## config.mk

```make
export PLATFORM = sky130hd
export DESIGN_NAME = wb_arbiter2
export DESIGN_NICKNAME = d
export VERILOG_FILES = /design/src/rtl/wb_arb_pkg.sv /design/src/rtl/wb_arb_timeout.sv /design/src/rtl/wb_arbiter2.sv
export SDC_FILE = /design/constraint.sdc
export NUM_CORES = 1
export LEC_CHECK = 0
export CAP_MARGIN = 20
export CORE_AREA = 4 4 123 125
export DETAILED_ROUTE_END_ITERATION = 12
export DIE_AREA = 0 0 127 129
export SLEW_MARGIN = 20
export SYNTH_ARGS = -nofsm -noshare
export SYNTH_HDL_FRONTEND = slang
export SYNTH_SLANG_ARGS = --single-unit
```

## constraint.sdc

```tcl
create_clock -name clk -period 2.2 [get_ports clk]
set_input_delay 0.33 -clock clk [delete_from_list [all_inputs] [get_ports clk]]
set_output_delay 0.33 -clock clk [all_outputs]
set_load 0.02 [all_outputs]
```

## src/rtl/wb_arb_pkg.sv

```systemverilog
// Shared definitions for the two-master Wishbone arbiter.
// Latency: n/a (types and constants only). Backpressure: n/a.
// State encoding, one-hot grant constants and the stall-counter width.
package wb_arb_pkg;

    typedef enum logic [1:0] {
        ST_IDLE = 2'd0,
        ST_G0   = 2'd1,
        ST_G1   = 2'd2
    } state_t;

    localparam logic [1:0] GNT_NONE = 2'b00;
    localparam logic [1:0] GNT_M0   = 2'b01;
    localparam logic [1:0] GNT_M1   = 2'b10;

    localparam int TO_CNT_W = 16;

    function automatic logic [1:0] grant_of(input state_t s);
        case (s)
            ST_G0:   grant_of = GNT_M0;
            ST_G1:   grant_of = GNT_M1;
            default: grant_of = GNT_NONE;
        endcase
    endfunction

endpackage

```

## src/rtl/wb_arb_timeout.sv

```systemverilog
// Bus watchdog: counts stalled strobe cycles of the granted master, flags a timeout.
// Latency: timeout is combinational from the registered count (same cycle).
// Backpressure: none; an ack in the timeout cycle wins and suppresses the timeout.
module wb_arb_timeout #(
    parameter int TIMEOUT_CYCLES = 1024
) (
    input  logic clk,
    input  logic rst,
    input  logic stb,
    input  logic ack,
    input  logic grant_chg,
    output logic timeout
);
    import wb_arb_pkg::*;

    localparam logic [TO_CNT_W-1:0] LIMIT = TO_CNT_W'(TIMEOUT_CYCLES - 1);

    logic [TO_CNT_W-1:0] cnt;

    assign timeout = stb & ~ack & (cnt == LIMIT);

    always_ff @(posedge clk or negedge rst) begin
        if (!rst) begin
            cnt <= '0;
        end else if (grant_chg || !stb || ack || timeout) begin
            cnt <= '0;
        end else begin
            cnt <= cnt + TO_CNT_W'(1);
        end
    end

endmodule

```

## src/rtl/wb_arbiter2.sv

```systemverilog
// Two-master round-robin Wishbone arbiter; grant held for a whole cyc burst.
// Latency: 1 cycle to grant, 0 added cycles on data/ack once granted.
// Backpressure: the losing master waits with cyc/stb high; optional watchdog (WB_ARB_TIMEOUT_EN) ends hung transfers with err.
module wb_arbiter2 #(
    parameter int ADR_W          = 32,
    parameter int DAT_W          = 32,
    parameter int TIMEOUT_CYCLES = 1024
) (
    input  logic               clk,
    input  logic               rst,
    input  logic [ADR_W-1:0]   m0_adr_i,
    input  logic [DAT_W-1:0]   m0_dat_i,
    output logic [DAT_W-1:0]   m0_dat_o,
    input  logic [DAT_W/8-1:0] m0_sel_i,
    input  logic               m0_we_i,
    input  logic               m0_cyc_i,
    input  logic               m0_stb_i,
    output logic               m0_ack_o,
    output logic               m0_err_o,
    input  logic [ADR_W-1:0]   m1_adr_i,
    input  logic [DAT_W-1:0]   m1_dat_i,
    output logic [DAT_W-1:0]   m1_dat_o,
    input  logic [DAT_W/8-1:0] m1_sel_i,
    input  logic               m1_we_i,
    input  logic               m1_cyc_i,
    input  logic               m1_stb_i,
    output logic               m1_ack_o,
    output logic               m1_err_o,
    output logic [ADR_W-1:0]   s_adr_o,
    output logic [DAT_W-1:0]   s_dat_o,
    output logic [DAT_W/8-1:0] s_sel_o,
    output logic               s_we_o,
    output logic               s_cyc_o,
    output logic               s_stb_o,
    input  logic [DAT_W-1:0]   s_dat_i,
    input  logic               s_ack_i,
    output logic [1:0]         grant_o
);
    import wb_arb_pkg::*;

    state_t state, state_next;
    logic   last;       // 1: m1 was granted most recently, so m0 wins the next tie
    logic   timeout;

    logic [ADR_W-1:0]   mux_adr;
    logic [DAT_W-1:0]   mux_dat;
    logic [DAT_W/8-1:0] mux_sel;
    logic               mux_we;
    logic               mux_cyc;
    logic               mux_stb;

    always_ff @(posedge clk or negedge rst) begin
        if (!rst) begin
            state <= ST_IDLE;
            last  <= 1'b1;
        end else begin
            state <= state_next;
            if (state_next == ST_G0 && state != ST_G0) begin
                last <= 1'b0;
            end else if (state_next == ST_G1 && state != ST_G1) begin
                last <= 1'b1;
            end
        end
    end

    always_comb begin
        state_next = state;
        case (state)
            ST_IDLE: begin
                if (m0_cyc_i && m1_cyc_i) begin
                    state_next = last ? ST_G0 : ST_G1;
                end else if (m0_cyc_i) begin
                    state_next = ST_G0;
                end else if (m1_cyc_i) begin
                    state_next = ST_G1;
                end
            end
            ST_G0: begin
                if (!m0_cyc_i) begin
                    state_next = m1_cyc_i ? ST_G1 : ST_IDLE;
                end
            end
            ST_G1: begin
                if (!m1_cyc_i) begin
                    state_next = m0_cyc_i ? ST_G0 : ST_IDLE;
                end
            end
            default: state_next = ST_IDLE;
        endcase
    end

    assign grant_o = grant_of(state);

    always_comb begin
        mux_adr = '0;
        mux_dat = '0;
        mux_sel = '0;
        mux_we  = 1'b0;
        mux_cyc = 1'b0;
        mux_stb = 1'b0;
        case (state)
            ST_G0: begin
                mux_adr = m0_adr_i;
                mux_dat = m0_dat_i;
                mux_sel = m0_sel_i;
                mux_we  = m0_we_i;
                mux_cyc = m0_cyc_i;
                mux_stb = m0_stb_i;
            end
            ST_G1: begin
                mux_adr = m1_adr_i;
                mux_dat = m1_dat_i;
                mux_sel = m1_sel_i;
                mux_we  = m1_we_i;
                mux_cyc = m1_cyc_i;
                mux_stb = m1_stb_i;
            end
            default: ;
        endcase
    end

`ifdef WB_ARB_TIMEOUT_EN
    logic grant_chg;
    assign grant_chg = (state_next != state);

    wb_arb_timeout #(
        .TIMEOUT_CYCLES(TIMEOUT_CYCLES)
    ) u_timeout (
        .clk       (clk),
        .rst       (rst),
        .stb       (mux_stb),
        .ack       (s_ack_i),
        .grant_chg (grant_chg),
        .timeout   (timeout)
    );
`else
    logic unused_timeout_cfg;
    assign unused_timeout_cfg = (TIMEOUT_CYCLES != 0);
    assign timeout = 1'b0;
`endif

    // The timeout cycle drops the slave strobe so the hung access is abandoned.
    assign s_adr_o = mux_adr;
    assign s_dat_o = mux_dat;
    assign s_sel_o = mux_sel;
    assign s_we_o  = mux_we;
    assign s_cyc_o = mux_cyc & ~timeout;
    assign s_stb_o = mux_stb & ~timeout;

    assign m0_dat_o = s_dat_i;
    assign m1_dat_o = s_dat_i;

    assign m0_ack_o = s_ack_i & grant_o[0] & m0_stb_i;
    assign m1_ack_o = s_ack_i & grant_o[1] & m1_stb_i;
    assign m0_err_o = timeout & grant_o[0];
    assign m1_err_o = timeout & grant_o[1];

endmodule

```

---- Yosys cells after proc, flatten, opt, wreduce, memory -nomap -nowiden ----
Index checks and enable logic that the tools add are counted.
operators by class
  equality and inequality tests ........... 6
  mux-type cells .......................... 18
  bitwise logic cells ..................... 4
  reduce and logical (&&, ||, !) cells .... 5
operator list
  cell                  number
  $pmux W32 S2          2
  $mux W2               7
  $pmux W4 S2           1
  $pmux W1 S2           3
  $pmux W2 S3           1
  $and A1 B1 Y1         4
  $eq A2 B1 Y1 const B  2
  $eq A2 B2 Y1 const B  2
  $pmux W2 S2           1
  $logic_and A1 B1 Y1   3
  $mux W1               3
  $logic_not A2 Y1      1
  $ne A2 B1 Y1 const B  1
  $ne A2 B2 Y1 const B  1
  $reduce_bool A2 Y1    1
word-level totals
  flip-flop bits (word level) ............. 3
  input port bits ......................... 177
  output and inout bits ................... 141
  word-level logic and storage cells ...... 35

---- Depth between registers and ports, before layout ----
Gate-level depths: netlist of the first run.
  word-level depth ........................ 8
  depth in mapped cells ................... 7
  depth with buffers taken out ............ 6

---- Worst setup path after synthesis of the first run ----
OpenSTA, ideal clock, no wires.
  path type ............................... reg-to-output
  from .................................... register state[0]
  to ...................................... output port s_adr_o[0]
  arrival time ............................ 1.709 ns
  data required time ...................... 1.870 ns
  setup slack ............................. 0.161 ns
  stages on the path, launching flop included .. 7
  buffers on the path ..................... 2
  cells stage by stage .................... dfrtp_1 > inv_1 > ha_1 > buf_6 > clkbuf_1 > a22oi_1 > nor2b_1
between the ends
  cells in the longest elaborated chain, start to end .. 2
  elaborated cells between the ends (all ways) .. 3
  classes of those cells .................. eq/ne: 2; mux: 1
ends and longest elaborated chain
  item                                          line                RTL
  from (decl)                                   wb_arbiter2.sv:41   state_t state, state_next;
  from (signal assigned)                        wb_arbiter2.sv:57   state <= state_next;
  $eq A2 B2 Y1 or $eq A2 B1 Y1 (tied branches)  wb_arbiter2.sv:101  case (state)
  $pmux W32 S2 (*)                              wb_arbiter2.sv:101
  to (decl)                                     wb_arbiter2.sv:29   output logic [ADR_W-1:0] s_adr_o,
Mark *: on every way between the ends. The rest lies on a longest branch, timed or not.

---- Worst setup path in the final report of the first run ----
  from .................................... register state[0]
  to ...................................... output port s_cyc_o
between the ends
  cells in the longest elaborated chain, start to end .. 2
  elaborated cells between the ends (all ways) .. 3
  classes of those cells .................. eq/ne: 2; mux: 1
ends and longest elaborated chain
  item                                          line                RTL
  $eq A2 B2 Y1 or $eq A2 B1 Y1 (tied branches)  wb_arbiter2.sv:101
  $pmux W1 S2 (*)                               wb_arbiter2.sv:101
  to (decl)                                     wb_arbiter2.sv:33   output logic s_cyc_o,
Marks and branches as above.

==> impl_metrics.toml, run 1 <==
[die]
dieArea_um2 = 16380
rows = 43
ioPinCount = 318
start_util_pct = 13.53
die_h_um = 129
core_area_um2 = 13880
fp.dieW_um = 127

[outcome]
status = "complete, no violations"

[drt]
vias_per_cell = 3.997
drt_iter0_markers = 80
routed_wl_um = 8893
wl_per_cell_um = 15.00
drc = 0
num_vias = 2370
ant_nets = 0
first_pass_iters = 4

[global_routing]
grt_max_degree = 38
antenna_found_initial = 0
gr-total-overflow = 0
grt_first_pass_wirelength_um = 13080
gr-usage-all-layers_pct = 9.724
grt_pass1_vias = 2588

[logic_synthesis]
netlist_area_um2 = 1878
ys.warnings.count = 0
ys_seq_elements = 3
ys_types = 27
synthCells = 264
ys_top_cells_by_area = "a22oi_1, buf_4, nor2b_1"
yosysTopAreaCellShare_pct = 28.38
avgSynthCellArea_um2 = 7.114
yosysTopAreaCell = "a22oi_1"
ys_seq_area_share_pct = 4.064

[timing]
tns_ns = 0
setup_ws_ns = 0.07223
period_share_pct = 96.72
hold_viol_final = 0
fmax_mhz = 470.0
rsz0062_at_grt = "false"
final.min_clock_period_ns = 2.128
final-setup-viol-count = 0
report.final.slew_viol_count = 0
finalClockSkew_ns = 0.001052

[pwr]
pwr-share-comb_pct = 89.9
p_sw_uw = 1905
netSwitchingFraction_pct = 49.03
power_density_nw_per_um2 = 1017
power.internal_uw = 1980
p_leak_uw = 0.001508
clkPwrFrac_pct = 7.4
power_frac_seq_pct = 2.7
ir_worst_vdd_uv = 562.4

[layout]
final_nets = 597
drive_gt1_share_pct = 12.35
num_antenna_cells = 0
area_delta_synth_final_pct = 103.4
layout.cells.non_filler = 593
fin_util_pct = 27.52

[placement]
place.gp.congestion = 0.8257
dp.cells = 589
portBuffers = 219
place_hpwl_um = 7524
pre_cts_ws_ns = 0.003442

[job]
cap_violations = 0

[worst_setup_path]
critPathKind = "flop to primary output"
worstReg2RegEnd = "last"
reg2reg_from = "state[0]"
slowest_stage = "dfrtp_1"
crit_family = "buffers and inverters"
required_ns = 1.87
reg2reg_depth = 7
cp_num_buf_inv = 3
endpoint_kind = "primary output"
worstPathMaxFanout = 4
crit_arrival_ns = 1.80
worstPathCellList = "buf_4 > ha_2 > buf_4 > a22o_1 > and2_1 > dlygate4sd2_1"
worst_setup_path_start_kind = "flop"
critical-path-max-stage-delay_ns = 0.37
cp_common_cell = "buf_4"
regToRegSetupSlack_ns = 0.43

[clock_tree]
cts_tree = "yes"
path_clk_slew_ns = 0.03
cts_buffers = 3
worstSkewPairLatency_ns = 0.22
h-tree-depth = 1
cts_sinks = 3
clock_path_buffers = 2
cts_root_buffer = "clkbuf_16"

[hold_path]
hp-class = "input port to async pin"
==> how the worst max path moves through the flow <==
stage          startpoint         end  slack [ns]  depth (start not counted)
2_1_floorplan    state[0]  s_adr_o[0]        0.16                          6
3_3_place_gp     state[0]  s_adr_o[4]        0.03                          6
3_5_place_dp     state[0]  s_adr_o[4]       0.003                          6
4_1_cts          state[1]  s_dat_o[5]        0.02                          6
5_1_grt          state[0]  s_adr_o[1]      0.0003                          6
6_report         state[0]     s_cyc_o        0.07                          6
==> power by group through the flow <==
stage / Sequential, uW / Clock [uW] / Combinational (uW)
2_1_floorplan: 112 / 0 / 2250
3_3_place_gp: 104 / 0 / 3830
3_5_place_dp: 105 / 0 / 3870
4_1_cts: 105 / 296 / 3560
5_1_grt: 108 / 302 / 3790
6_report: 104 / 289 / 3490
==> sequential cells by signal, indices dropped and copies added (netlist names) <==
signal	flops
state	2
last	1
==> worst register-to-register path, cell delays in order (launching register included) <==
cell      delay (ns)
dfrtp_1         0.37
buf_4           0.14
ha_2            0.22
buf_4           0.15
a22o_1          0.21
a32oi_2         0.22
a31oi_1         0.13
a211oi_1        0.22
==> cell usage after synthesis, drive strengths merged <==
library cell  count
a2111oi           1
a21oi             1
a22oi            71
a21boi            1
o21ba             1
buf              71
a211oi            2
clkbuf           18
a31oi             1
dfstp             1
dfrtp             2
ha                6
and3              2
nor2              3
inv               3
o21ai             1
a32oi             1
nor3              1
a22o              1
and2              2
and2b             1
nor2b            71
o21a              1
conb              1
==> cell families after synthesis <==
logic type	Yosys count	synth area share, %
simple gates	80	26.25
flops	3	4.064
buf+inv	92	32.04
other cells	1	0.1997
compound gates	82	33.44
fa+ha+maj	6	3.997
==> layout by cell type, fill, tap and decap left out, drive strengths merged, types with 2 or more instances in the layout <==
cell type / instances
conb: 2
and3: 2
a22oi: 71
clkdlybuf4s15: 23
ha: 6
clkbuf: 30
inv: 3
buf: 15
dfrtp: 2
and2: 2
dlygate4sd2: 22
clkdlybuf4s50: 145
nor2b: 71
a211oi: 2
dlymetal6s2s: 2
nor2: 3
==> layer usage <==
metal	part of all wire, %	wire (um)	vias up	global-route usage, %
met5	0	0	-	0
li1	-	-	1161	-
met1	35	3109	1040	9.893
met4	1.7	154	0	2.713
met2	53	4684	143	18.87
met3	11	946	26	3.238
==> area by class of cell <==
cell class                      count  area (um^2)
Fill cell                        1522        10060
Timing Repair Buffer              233         2217
Multi-Input combinational cell    170         1211
Tap cell                          180        225.2
Clock buffer                        4        78.83
Sequential cell                     3        76.32
Inverter                            3        11.26
==> per-stage QoR <==
step                area (um^2)  power, uW  hold slack, ns
finish                     3820       3885          0.2875
global route               3820       4203          0.2901
CTS                        3884       3964          0.2866
detailed placement         3894       3977          0.5215
global placement           3894       3931          0.5241
floorplan                  1882       2364         0.03441
==> repair_timing <==
action	4_1_cts	5_1_grt
buffers inserted	0	0
pin swaps	0	0
setup endpoints to repair	71	52
hold buffers	0	0
resized for setup	71	77
hold endpoints to repair	0	0
(Power assumes the default switching activity.)
==> run 2, diff against run 1 <==
Settings changed: PLACE_DENSITY set to 0.54.
==> run 2 against run 1 <==
Effect of this change: final cell count increased by 0.17%; register-to-register slack got worse by 0.12 ns; count of clock-buffer cells in the layout stayed put; critical path depth unchanged; global-route usage up 0.41 points; core utilization is 0.46 points lower; setup slack gained 0.018 ns; clock power is essentially flat.
==> impl_metrics.toml, run 2 (synthesis gave the netlist of run 1 again) <==
[outcome]
status = "complete, no violations"

[pwr]
power.internal_uw = 1950
power_frac_seq_pct = 2.7
netSwitchingFraction_pct = 49.93
p_sw_uw = 1945
pwr-share-comb_pct = 89.9
p_leak_uw = 0.001471
power_density_nw_per_um2 = 1037
clkPwrFrac_pct = 7.4
ir_worst_vdd_uv = 529.5

[worst_setup_path]
required_ns = 1.87
worstPathMaxFanout = 35
slowest_stage = "dfrtp_1"
critical-path-max-stage-delay_ns = 0.39
critPathKind = "flop to primary output"
endpoint_kind = "primary output"
crit_family = "buffers and inverters"
cp_num_buf_inv = 3
crit_arrival_ns = 1.78
worst_setup_path_start_kind = "flop"
worstPathCellList = "inv_1 > ha_2 > buf_12 > a22oi_1 > nor2b_1 > dlygate4sd2_1"

[timing]
fin_hold_ws_ns = 0.3022
finalClockSkew_ns = 0.0005023
report.final.slew_viol_count = 0
setup_ws_ns = 0.09053
tns_ns = 0
hold_viol_final = 0
fmax_mhz = 474.1
period_share_pct = 95.88
rsz0062_at_grt = "true"
final.min_clock_period_ns = 2.109
final-setup-viol-count = 0

[layout]
regMostFlops = "state"
num_antenna_cells = 0
area_delta_synth_final_pct = 100.0
multiInputGateArea_um2 = 1211
largestRegisters = "state: 2 flops, last: 1 flops"
drive_gt1_share_pct = 16.18
regArea_um2 = 76.32
final_common_cell = "clkdlybuf4s50_1"
layout.cells.non_filler = 594
fillCellCount = 1526
final_area_um2 = 3756
layout_common_cells = "clkdlybuf4s50_1, a22oi_1, nor2b_1"
largest_register_ffs = 2
final_nets = 598

[global_routing]
gr-total-overflow = 0
grt_first_pass_wirelength_um = 13610
met2_usage_pct = 18.99
grt_pass1_vias = 2641
grt-busiest-layer = "met2"
use_met1_pct = 11.36
gr-usage-all-layers_pct = 10.14
grt_max_degree = 38
grtUsageMet3_pct = 2.823
antenna_found_initial = 0

[placement]
pre_cts_ws_ns = -0.03352
dp.cells = 590
place_hpwl_um = 7415
portBuffers = 219
placed_area_um2 = 3904
place.gp.congestion = 0.8641

[clock_tree]
cts_root_buffer = "clkbuf_16"
worstSkewPairLatency_ns = 0.22
cts_sinks = 3
clock_path_buffers = 2
h-tree-depth = 1
cts_tree = "yes"
cts_buffers = 3
path_clk_slew_ns = 0.03

[die]
dieArea_um2 = 16380
die_h_um = 129
ioPinCount = 318
core_area_um2 = 13880
rows = 43
start_util_pct = 13.53
fp.dieW_um = 127

[drt]
wl_per_cell_um = 15.58
ant_nets = 0
drt_iter0_markers = 110
num_vias = 2461
routed_wl_um = 9257
vias_per_cell = 4.143
first_pass_iters = 4
drc = 0

[job]
cap_violations = 0

[hold_path]
hp-class = "input port to async pin"
run 2: power groups by stage:
stage                     combinational (uW)  clock, uW  sequential [uW]
final                                   3500        287              107
after global routing                    3830        297              109
after detailed placement                3930          0              105
after CTS                               3620        293              106
after global placement                  3890          0              104
after floorplan                         2250          0              112
run 2: stage by stage:
| stage | util, % | total power, uW |
|---|---|---|
| after floorplan | - | 2364 |
| after global placement | 28.12 | 3992 |
| after detailed placement | 28.12 | 4036 |
| after CTS | 28.04 | 4019 |
| after global routing | 27.06 | 4234 |
| final | 27.06 | 3895 |
run 2: what timing repair did:
item / 4_1_cts / 5_1_grt
resized for setup: 72 / 100
pin swaps: 0 / 0
endpoints found under the setup margin: 72 / 62
setup buffers: 0 / 0
hold buffers: 0 / 0
run 2: path summary, 6_finish.rpt:
path | from | to | slack [ns] | cells past startpoint
worst max-delay path | state[1] | s_dat_o[12] | 0.09 | 6
worst min-delay path | rst | state[1] | 0.30 | 1
worst max register to register | state[0] | last | 0.31 | 8
worst min register to register | last | last | 0.60 | 2
max in group asynchronous | rst | last | 1.67 | 1
min in group clk | last | last | 0.60 | 2
run 2: final cells by class:
| cell class | count | share of cell area, % |
|---|---|---|
| multi-input combinational | 170 | 32.25 |
| inverter | 3 | 0.2998 |
| sequential | 3 | 2.032 |
| clock buffer | 4 | 2.099 |
| timing repair buffer | 234 | 57.33 |
| tap | 180 | 5.996 |
run 2: worst reg2reg max path, delay by kind of cell, from the launching register on:
family | cells | cell delay [ns]
AO/OA/AOI/OAI | 4 | 0.73
buffers and inverters | 3 | 0.48
flip-flops | 1 | 0.37
adder cells (fa/ha/maj) | 1 | 0.23
run 2: layer usage:
metal / vias to the layer above / part of all wire, %
met5: - / 0
met4: 0 / 1.7
met3: 19 / 11
met2: 146 / 50
met1: 1134 / 37
li1: 1162 / -
==> run 3, diff against run 2 <==
Settings changed: RECOVER_POWER set to 100.
==> run 3 against run 2 <==
Effect of this change: combinational power fell by 2%; setup slack worse by 0.0046 ns; non-clock buffer count did not move; wire length up 0.13%; core utilization shrank 0.34 points; critical path type unchanged; critical endpoint is now s_stb_o.
==> impl_metrics.toml, run 3 (synthesis gave the netlist of run 1 again) <==
[outcome]
status = "complete, no violations"

[pwr]
ir_worst_vdd_uv = 538.9
p_leak_uw = 0.001374
power_uw = 3823
power_density_nw_per_um2 = 1031

[worst_setup_path]
worstPathCellList = "inv_1 > ha_2 > buf_8 > nor2b_1 > dlygate4sd2_1"
endpoint_kind = "primary output"
required_ns = 1.87
worst_setup_path_start_kind = "flop"
reg2reg_from = "state[0]"
critical-path-max-stage-delay_ns = 0.38
regToRegSetupSlack_ns = 0.26
worstReg2RegEnd = "last"
crit_arrival_ns = 1.78
setup.worst_path.start = "state[1]"
worstPathMaxFanout = 34
reg2reg_depth = 8
crit_end = "s_stb_o"
critPathKind = "flop to primary output"
slowest_stage = "ha_2"

[drt]
drt_iter0_markers = 116
ant_nets = 0
drc = 0
vias_per_cell = 4.167
first_pass_iters = 4
wl_per_cell_um = 15.60
num_vias = 2475
routed_wl_um = 9269

[clock_tree]
cts_root_buffer = "clkbuf_16"
cts_setup_buffers = 0
cts_buffers = 3
path_clk_slew_ns = 0.03
clock_path_buffers = 2
cts_sinks = 3
h-tree-depth = 1
hold_buffers = 0
cts_tree = "yes"
worstSkewPairLatency_ns = 0.22

[layout]
final_area_um2 = 3709
largestRegisters = "state: 2 flops, last: 1 flops"
area_delta_synth_final_pct = 97.47
drive_gt1_share_pct = 9.179
largest_register_ffs = 2
num_antenna_cells = 0
final_nets = 598
final_common_cell = "clkdlybuf4s50_1"
regMostFlops = "state"
layout_common_cells = "clkdlybuf4s50_1, a22oi_1, nor2b_1"
multiInputGateArea_um2 = 1204
fin_util_pct = 26.72
fillCellCount = 1546
regArea_um2 = 76.32

[die]
rows = 43
ioPinCount = 318
core_area_um2 = 13880
die_h_um = 129
start_util_pct = 13.53
dieArea_um2 = 16380
fp.dieW_um = 127

[timing]
final-setup-viol-count = 0
tns_ns = 0
final.min_clock_period_ns = 2.114
finalClockSkew_ns = 0.00001547
hold_viol_final = 0
period_share_pct = 96.09
rsz0062_at_grt = "true"
setup_ws_ns = 0.08596
fmax_mhz = 473.0
report.final.slew_viol_count = 0

[global_routing]
grt_first_pass_wirelength_um = 13610
antenna_found_initial = 0
grt_pass1_vias = 2641
grt_max_degree = 38
gr-total-overflow = 0
gr-usage-all-layers_pct = 10.14

[placement]
place.gp.congestion = 0.8641
portBuffers = 219
placed_area_um2 = 3904
pre_cts_ws_ns = -0.03352
place_hpwl_um = 7415

[hold_path]
hp-class = "input port to async pin"

[job]
cap_violations = 0
-- run 3: changes by cell type in the layout (fill, tap and decap cells not counted), sizes merged --
cell	previous run	this run
clkdlybuf4s50	146	144
dlygate4sd3	0	2
-- run 3: critical path: cells and delay by family, from the launching register on --
family | cells | cell delay, ns
adders and majority gates | 1 | 0.38
buffers and inverters | 3 | 0.66
DFF | 1 | 0.36
and+or+nand+nor | 1 | 0.15
-- run 3: routing by layer --
layer	vias to the layer above	track usage, %	wire length [um]
li1	1161	-	-
met1	1138	11.36	3407
met2	157	18.99	4677
met3	19	2.823	1029
met4	0	2.397	154
met5	-	0	0
-- run 3: through the flow --
stage | hold WS (ns) | cells
6_report | 0.3718 | 594
5_1_grt | 0.3840 | 594
4_1_cts | 0.3059 | 594
3_5_place_dp | 0.5378 | 590
3_3_place_gp | 0.5360 | 590
2_1_floorplan | 0.03441 | 265
-- run 3: worst min-delay path by stage --
stage	from	to	slack [ns]	cells after the start
5_1_grt	rst	state[1]	0.38	1
3_5_place_dp	rst	state[1]	0.54	1
3_3_place_gp	rst	state[0]	0.54	1
2_1_floorplan	rst	state[0]	0.03	0
6_report	rst	state[1]	0.37	1
4_1_cts	rst	state[1]	0.31	1
-- run 3: where the power goes --
group	internal [uW]	total [uW]	leakage, uW	switching, uW
clock network	239	288	0.0000382	48.5
registers	87.3	107	0.0000359	19.4
logic	1560	3430	0.00130	1870
-- run 3: final cells by class --
cell class	instances	area share, %
Timing Repair Buffer	234	56.98
Clock buffer	4	2.126
Inverter	3	0.3036
Multi-Input combinational cell	170	32.46
Sequential cell	3	2.058
Tap cell	180	6.073
-- run 3: repair_timing --
| action | in CTS | in global routing |
|---|---|---|
| resized for setup | 72 | 100 |
| endpoints found under the setup margin | 72 | 62 |
| pin swaps | 0 | 0 |
